==> src/rtl/serial_pkg.sv <==
// Shared serial-link types for the frame transmitter and receiver.
// Line levels and the frame FSM state encoding.
package serial_pkg;

    typedef enum logic [2:0] {
        IDLE,
        START,
        DATA,
        PARITY,
        STOP
    } tx_state_t;

    localparam logic LINE_IDLE  = 1'b1;
    localparam logic LINE_START = 1'b0;

endpackage

==> src/rtl/piso_frame_tx_if.sv <==
// Word handshake into the frame transmitter.
// Master offers a word, slave accepts when ready.
interface piso_frame_tx_if #(
    parameter int DATA_W = 8
) ();

    logic [DATA_W-1:0] in_data;
    logic              in_valid;
    logic              in_ready;

    modport master (
        output in_data,
        output in_valid,
        input  in_ready
    );

    modport slave (
        input  in_data,
        input  in_valid,
        output in_ready
    );

endinterface

==> src/rtl/bit_tick_counter.sv <==
// Per-bit tick counter: bit_end pulses on the last clock of each bit.
// Holds at zero while cleared.
module bit_tick_counter #(
    parameter int CLKS_PER_BIT = 4
) (
    input  logic clk,
    input  logic reset,
    input  logic clear,
    input  logic en,
    output logic bit_end
);

    localparam int TW =
        (CLKS_PER_BIT > 1) ? $clog2(CLKS_PER_BIT) : 1;
    localparam logic [TW-1:0] LAST = TW'(CLKS_PER_BIT - 1);

    logic [TW-1:0] cnt;

    assign bit_end = en && (cnt == LAST);

    always_ff @(posedge clk) begin
        if (reset || clear) begin
            cnt <= '0;
        end else if (en) begin
            cnt <= bit_end ? '0 : cnt + 1'b1;
        end
    end

endmodule

==> src/rtl/piso_frame_tx.sv <==
// Parallel-to-serial frame transmitter: start, data, optional
// even parity and stop bit, each held CLKS_PER_BIT clocks.
module piso_frame_tx
    import serial_pkg::*;
#(
    parameter int DATA_W       = 8,
    parameter int CLKS_PER_BIT = 4,
    parameter int PARITY_EN    = 1,
    parameter int LSB_FIRST    = 1
) (
    input  logic             clk,
    input  logic             reset,
    piso_frame_tx_if.slave   link,
    output logic             tx_out,
    output logic             tx_busy,
    output logic             frame_done
);

    localparam int BW = (DATA_W > 1) ? $clog2(DATA_W) : 1;
    localparam logic [BW-1:0] LAST_BIT = BW'(DATA_W - 1);

    tx_state_t         state;
    logic [DATA_W-1:0] sh;
    logic [DATA_W-1:0] sh_nxt;
    logic              nxt_bit;
    logic              par;
    logic [BW-1:0]     bitcnt;
    logic              idle;
    logic              bit_end;

    assign idle          = (state == IDLE);
    assign link.in_ready = idle;

    bit_tick_counter #(
        .CLKS_PER_BIT(CLKS_PER_BIT)
    ) u_tick (
        .clk     (clk),
        .reset   (reset),
        .clear   (idle),
        .en      (!idle),
        .bit_end (bit_end)
    );

    // The bit leaving next sits at the shift-out end of the register.
    always_comb begin
        nxt_bit = sh[0];
        sh_nxt  = sh >> 1;
        if (LSB_FIRST == 0) begin
            nxt_bit = sh[DATA_W-1];
            sh_nxt  = sh << 1;
        end
    end

    always_ff @(posedge clk) begin
        if (reset) begin
            state      <= IDLE;
            sh         <= '0;
            par        <= 1'b0;
            bitcnt     <= '0;
            tx_out     <= LINE_IDLE;
            tx_busy    <= 1'b0;
            frame_done <= 1'b0;
        end else begin
            frame_done <= 1'b0;
            unique case (state)
                IDLE: begin
                    if (link.in_valid) begin
                        sh      <= link.in_data;
                        par     <= ^link.in_data;
                        state   <= START;
                        tx_out  <= LINE_START;
                        tx_busy <= 1'b1;
                    end
                end
                START: begin
                    if (bit_end) begin
                        state  <= DATA;
                        tx_out <= nxt_bit;
                        sh     <= sh_nxt;
                    end
                end
                DATA: begin
                    if (bit_end) begin
                        if (bitcnt == LAST_BIT) begin
                            bitcnt <= '0;
                            if (PARITY_EN != 0) begin
                                state  <= PARITY;
                                tx_out <= par;
                            end else begin
                                state  <= STOP;
                                tx_out <= LINE_IDLE;
                            end
                        end else begin
                            bitcnt <= bitcnt + 1'b1;
                            tx_out <= nxt_bit;
                            sh     <= sh_nxt;
                        end
                    end
                end
                PARITY: begin
                    if (bit_end) begin
                        state  <= STOP;
                        tx_out <= LINE_IDLE;
                    end
                end
                STOP: begin
                    if (bit_end) begin
                        state      <= IDLE;
                        tx_busy    <= 1'b0;
                        frame_done <= 1'b1;
                    end
                end
                default: state <= IDLE;
            endcase
        end
    end

endmodule
==> src/flat_wrapper.sv <==
// flat-port wrapper written by rule: the top's interface ports become plain ports
module piso_frame_tx_flat import serial_pkg::*;
#(
    parameter int DATA_W       = 8,
    parameter int CLKS_PER_BIT = 4,
    parameter int PARITY_EN    = 1,
    parameter int LSB_FIRST    = 1
)
  (clk, reset, tx_out, tx_busy, frame_done, link_in_data, link_in_valid, link_in_ready);
  piso_frame_tx_if #(.DATA_W(DATA_W)) link_i ();
  input  logic clk;
  input  logic reset;
  output logic tx_out;
  output logic tx_busy;
  output logic frame_done;
  input wire logic [$bits(link_i.in_data)-1:0] link_in_data;
  input wire logic [$bits(link_i.in_valid)-1:0] link_in_valid;
  output wire logic [$bits(link_i.in_ready)-1:0] link_in_ready;
  assign link_i.in_data = link_in_data;
  assign link_i.in_valid = link_in_valid;
  assign link_in_ready = link_i.in_ready;
  piso_frame_tx #(.DATA_W(DATA_W), .CLKS_PER_BIT(CLKS_PER_BIT), .PARITY_EN(PARITY_EN), .LSB_FIRST(LSB_FIRST)) u_core (.clk(clk), .reset(reset), .link(link_i), .tx_out(tx_out), .tx_busy(tx_busy), .frame_done(frame_done));
endmodule
==> config.mk <==
export PLATFORM = sky130hd
export DESIGN_NAME = piso_frame_tx_flat
export DESIGN_NICKNAME = d
export VERILOG_FILES = /design/src/rtl/serial_pkg.sv /design/src/rtl/piso_frame_tx_if.sv /design/src/rtl/bit_tick_counter.sv /design/src/rtl/piso_frame_tx.sv /design/src/flat_wrapper.sv
export SDC_FILE = /design/constraint.sdc
export NUM_CORES = 1
export LEC_CHECK = 0
export CORE_ASPECT_RATIO = 0.75
export CORE_MARGIN = 4
export CORE_UTILIZATION = 52
export DETAILED_ROUTE_END_ITERATION = 7
export PLACE_DENSITY = 0.77
export SKIP_CTS_REPAIR_TIMING = 1
export SLEW_MARGIN = 0
export SYNTH_ARGS = -nofsm -noshare
export SYNTH_HDL_FRONTEND = slang
export SYNTH_HIERARCHICAL = 1
export SYNTH_SLANG_ARGS = --single-unit
==> constraint.sdc <==
create_clock -name clk -period 2.2 [get_ports clk]
set_input_delay 0.55 -clock clk [delete_from_list [all_inputs] [get_ports clk]]
set_output_delay 0.55 -clock clk [all_outputs]
set_load 0.03 [all_outputs]
After elaboration in Yosys (flattened, before gate mapping):

Index checks and enable logic that the tools add are counted.

* register bits after elaboration: 20
* output and inout bits: 4
* input port bits: 11
* word-level logic and storage cells: 63

* add/subtract/negate cells: 2
* reduce and logical (&&, ||, !) cells: 15
* equal/unequal tests: 13
* mux-type cells: 24
* bitwise logic cells: 1

Operators by type and width (number)
* $mux W8: 4
* $pmux W8 S3: 1
* $mux W3: 7
* $pmux W3 S5: 1
* $ne A2 B2 Y1 const B: 6
* $reduce_and A5 Y1: 2
* $mux W1: 8
* $reduce_xor A8 Y1: 1
* $eq A3 B2 Y1 const B: 2
* $eq A3 B3 Y1 const B: 2
* $reduce_and A6 Y1: 1
* $pmux W1 S4: 1
* $reduce_and A2 Y1: 2
* $reduce_bool A4 Y1: 1
* $add A3 B1 Y3 const B: 1
* $eq A3 B1 Y1 const B: 1
* $logic_not A3 Y1: 1
* $reduce_and A3 Y1: 1
* $reduce_bool A3 Y1: 1
* $add A2 B1 Y2 const B: 1
* $eq A2 B2 Y1 const B: 1
* $mux W2: 1
* $ne A2 B1 Y1 const B: 1
* $pmux W1 S2: 1
* other kinds (6): 6

Longest topological paths before layout:

Gate-level depths: netlist of run 1.

* word-level depth: 5
* gate-level depth with buffers: 10
* depth with buffers taken out: 7

Modules after synthesis:

The synthesis of run 1 kept the hierarchy.

Modules (own cells, without submodules)
* piso_frame_tx: instances 1, seq. area each 360.3 sq um, cells each 100, area an instance 953.4 sq um
* bit_tick_counter: instances 1, seq. area each 40.0 sq um, cells each 9, area an instance 101.3 sq um

Worst setup path after synthesis of run 1:

No wires, ideal clock.

* kind: register -> register
* start point: reg u_core.state[2]
* end point: reg u_core.sh[5]
* required time: 2.064 ns
* data arrival time: 2.521 ns
* cell stages (with the launch flop): 11
* path slack: -0.457 ns
* clock period less this slack: 2.657 ns
* path through: dfxtp_1 clkbuf_1 nor3_1 inv_1 and2_1 buf_2 nand3b_1 a31oi_4 buf_6 nor2_1 a211oi_2

* longest elaborated chain between the ends: 5
* elaborated cells on any way between the ends: 12
* classes of those cells: eq/ne: 6; mux: 1; reduce/logical: 5

RTL lines
* start, declared: line piso_frame_tx.sv:22 `tx_state_t state;`
* start signal, assigned: line piso_frame_tx.sv:56 `state <= IDLE;`
* start signal, assigned: line piso_frame_tx.sv:70 `state <= START;`
* start signal, assigned: line piso_frame_tx.sv:77 `state <= DATA;`
* $logic_not A3 Y1 *: line piso_frame_tx.sv:31 `assign idle = (state == IDLE);`
* via link_in_ready: line flat_wrapper.sv:18 `output wire logic [$bits(link_i.in_ready)-1:0] link_in_ready;`
* $logic_not A1 Y1 *: line piso_frame_tx.sv:40 `.en (!idle),`
* $logic_and A1 B1 Y1 *: line bit_tick_counter.sv:19 `assign bit_end = en && (cnt == LAST);`
* via u_core.bit_end: line piso_frame_tx.sv:29 `logic bit_end;`
* $ne A2 B2 Y1 (no line)
* $reduce_and A5 Y1 (no line) *
* end signal, assigned: line piso_frame_tx.sv:68 `sh <= link.in_data;`
* end signal, assigned: line piso_frame_tx.sv:79 `sh <= sh_nxt;`
* end signal, assigned: line piso_frame_tx.sv:96 `sh <= sh_nxt;`
* end, declared: line piso_frame_tx.sv:23 `logic [DATA_W-1:0] sh;`

The timed path passes the listed nets; every way through them passes the cells marked *.
A chain may end at the register's enable or synchronous reset.

Worst setup path in the final report of run 1:

* start point: reg u_core.tx_busy
* end point: out tx_busy

RTL lines
* start, declared: line piso_frame_tx.sv:15 `output logic tx_busy,`
* start signal, assigned: line piso_frame_tx.sv:61 `tx_busy <= 1'b0;`
* start signal, assigned: line piso_frame_tx.sv:72 `tx_busy <= 1'b1;`
* start signal, assigned: line piso_frame_tx.sv:109 `tx_busy <= 1'b0;`
* end, declared: line flat_wrapper.sv:14 `output logic tx_busy;`

No word-level cell between the ends.

==> impl_metrics.json, run 1 <==
{
  "drt_iter0_markers": 25,
  "clock_latency_ns": 0.30,
  "synth-main-ff-cell": "dfxtp_1",
  "n_antenna_cell": 0,
  "crit_required_ns": 1.65,
  "drc": 0,
  "p_sw_uw": 194.7,
  "leakage_nw": 0.4866,
  "ios": 15,
  "outcome": "complete, no violations",
  "ir_worst_vdd_uv": 507.1,
  "grt_pass1_vias": 736,
  "seq_area_um2": 400.4,
  "intPower_uw": 526.3,
  "vias": 819,
  "critPathSlowestCell": "clkdlybuf4s50_1",
  "hpwl_um": 1547,
  "synth_area_leaders": "dfxtp_1 38%, mux2i_1 11%, xnor2_1 5.8%, a211oi_1 5.0%, nor2_1 5.0%",
  "maxCapViolCount": 0,
  "vias_per_cell": 5.571,
  "max_stage_delay_ns": 0.69,
  "place_area_um2": 1254,
  "clock_sinks": 20,
  "end_kind": "output pin",
  "drtAntennaViolNets": 0,
  "path_delay_family": "buffers and inverters",
  "slew_viol_final": 0,
  "grt.total_usage_pct": 16.36,
  "power_frac_clock_pct": 24.1,
  "min_period_ns": 1.923,
  "clk_pin_slew_ns": 0.11,
  "hold_class": "register to register",
  "finalClockSkew_ns": 0.01024,
  "ys.warnings.count": 6,
  "port_buffers": 14,
  "yosys.cell_count.top_type": "dfxtp_1",
  "placed_cells": 144,
  "cts_root_buf": "clkbuf_4",
  "grt_overflow": 0,
  "start_util_pct": 57.90,
  "die-height_um": 47.01,
  "dieArea_um2": 2821,
  "yosys-top-cells-count": "20 x dfxtp_1, 14 x nor2_1, 12 x mux2i_1, 7 x a211oi_1, 7 x xnor2_1",
  "syn_area_per_cell_um2": 9.677,
  "syn_inst": 109,
  "fin_cells": 147,
  "ys_types": 30,
  "crit_arrival_ns": 1.37,
  "drive_above_1_share_pct": 13.60,
  "synth_top_area_share_pct": 37.96,
  "totalWireLength_um": 2012,
  "nets": 141,
  "worstSetupPathType": "register to output pin",
  "antenna_found_initial": 0,
  "finalHoldViolCount": 0,
  "async_reset_ff_share_pct": 0,
  "p_sw_share_pct": 27.00,
  "max-slew-margin-rel_pct": 61.16,
  "area_delta_synth_final_pct": 21.23,
  "ys_seq_elements": 20,
  "cts_tree": "done",
  "cts.path.max_buffers": 2,
  "syn_area_um2": 1055,
  "worst_pin_slew_ns": 0.5782,
  "gp_congestion": 0.7954,
  "final_design_area_no_fill_um2": 1279,
  "core_area_um2": 1822,
  "start_kind": "register",
  "fillCellCount": 155,
  "fin_crit_sh_pct": 87.43,
  "die_w_um": 60.01,
  "h-tree-depth": 1,
  "yosysSeqAreaShare_pct": 37.96,
  "drtPass1Iterations": 4,
  "yosys.area.top_type": "dfxtp_1",
  "setup_viol": 0,
  "cts-buffers-inserted": 3,
  "final_core_util_pct": 70.19,
  "wire_per_inst_um": 13.69,
  "rows": 13,
  "crit_chain": "clkdlybuf4s50_1",
  "multi_input_area_um2": 620.6,
  "grt_max_degree": 16,
  "path_max_fanout": 3,
  "final.setup.tns_ns": 0,
  "synth-edff-count": 0,
  "fmax_ghz": 0.5199,
  "rsz0062_at_grt": "no",
  "powerDensity_nw_per_um2": 563.8,
  "share_comb_of_total_power_pct": 21.5,
  "critPathBufInv": 1,
  "grt_pass1_wl_um": 3325,
  "syn_nets": 123,
  "pwr-share-seq_pct": 54.4
}
[registers in the layout, indices dropped and copies added (netlist names)]
signal	flops
u_core/sh	8
u_core/state	3
u_core/tx_out	1
u_core/par	1
u_core/u_tick/cnt	2
u_core/tx_busy	1
u_core/bitcnt	3
u_core/frame_done	1
[metal layers]
layer	routed length (um)	vias to the layer above	track usage [%]
met5	0	-	0
met3	100	4	5.769
met1	981	372	21.59
met4	23	0	5.310
met2	905	18	25.22
li1	-	425	-
[placed cells by master (no fill, tap or decap), types with 2 or more instances in the layout]
master	instances
a211oi_1	7
a211oi_2	4
a21oi_1	5
buf_4	5
clkbuf_4	3
clkdlybuf4s50_1	13
dfxtp_1	20
ha_1	3
inv_1	2
mux2i_1	12
nand2_1	6
nand2b_1	2
nor2_1	14
nor2b_1	2
nor3_1	2
nor3b_1	2
or3b_1	2
xnor2_1	7
[kinds of logic after synthesis]
logic type               after synthesis  share of synthesized area, %
multiplexers                          12                         11.39
flip-flops                            20                         37.96
AO/OA/AOI/OAI                         22                         18.03
XOR/XNOR                               8                         7.355
buffers and inverters                  9                         4.270
adder cells (fa/ha/maj)                3                         3.559
AND/OR/NAND/NOR                       35                         17.44
[layout make-up]
type                            count  share of cell area [%]
Multi-Input combinational cell     80                   48.53
Tap cell                           22                   2.153
Clock buffer                        3                   1.761
Sequential cell                    20                   31.31
Timing Repair Buffer               20                   15.66
Inverter                            2                  0.5871
[final timing paths]
path                                start                             to  slack, ns  cells past startpoint
max           u_core/tx_busy$_SDFFE_PP0P_                        tx_busy       0.28                      1
min             u_core/sh[7]$_SDFFE_PP0P_      u_core/sh[7]$_SDFFE_PP0P_       0.50                      2
max reg2reg  u_core/state[0]$_SDFFE_PP0P_  u_core/bitcnt[2]$_SDFFE_PP0P_       0.29                      7
min reg2reg     u_core/sh[7]$_SDFFE_PP0P_      u_core/sh[7]$_SDFFE_PP0P_       0.50                      2
[power groups by stage]
stage	sequential (mW)	clock (mW)	combinational [mW]
finish	0.392	0.174	0.155
global route	0.395	0.200	0.168
CTS	0.393	0.186	0.156
detailed placement	0.401	0	0.155
global placement	0.400	0	0.152
floorplan	0.405	0	0.0980
[per-stage QoR]
step                      setup slack (ns)  total power, mW  hold WS [ns]
after floorplan                    0.09151           0.5025        0.4492
after global routing                0.1179           0.7632        0.5208
after global placement              0.1232           0.5525        0.4683
final                               0.2766           0.7210        0.4961
after detailed placement           0.07913           0.5556        0.4794
after CTS                         0.001828           0.7338        0.4980
No activity file was read; power rests on OpenSTA's default activity.
==> inputs of run 2 (changes only) <==
--- a/config.mk
+++ b/config.mk
@@ -11,7 +11,6 @@
 export DETAILED_ROUTE_END_ITERATION = 7
 export PLACE_DENSITY = 0.77
 export SKIP_CTS_REPAIR_TIMING = 1
-export SLEW_MARGIN = 0
 export SYNTH_ARGS = -nofsm -noshare
 export SYNTH_HDL_FRONTEND = slang
 export SYNTH_HIERARCHICAL = 1
==> results of run 2 <==
Same layout as run 1: the final DEF is identical, and so are final timing and power.
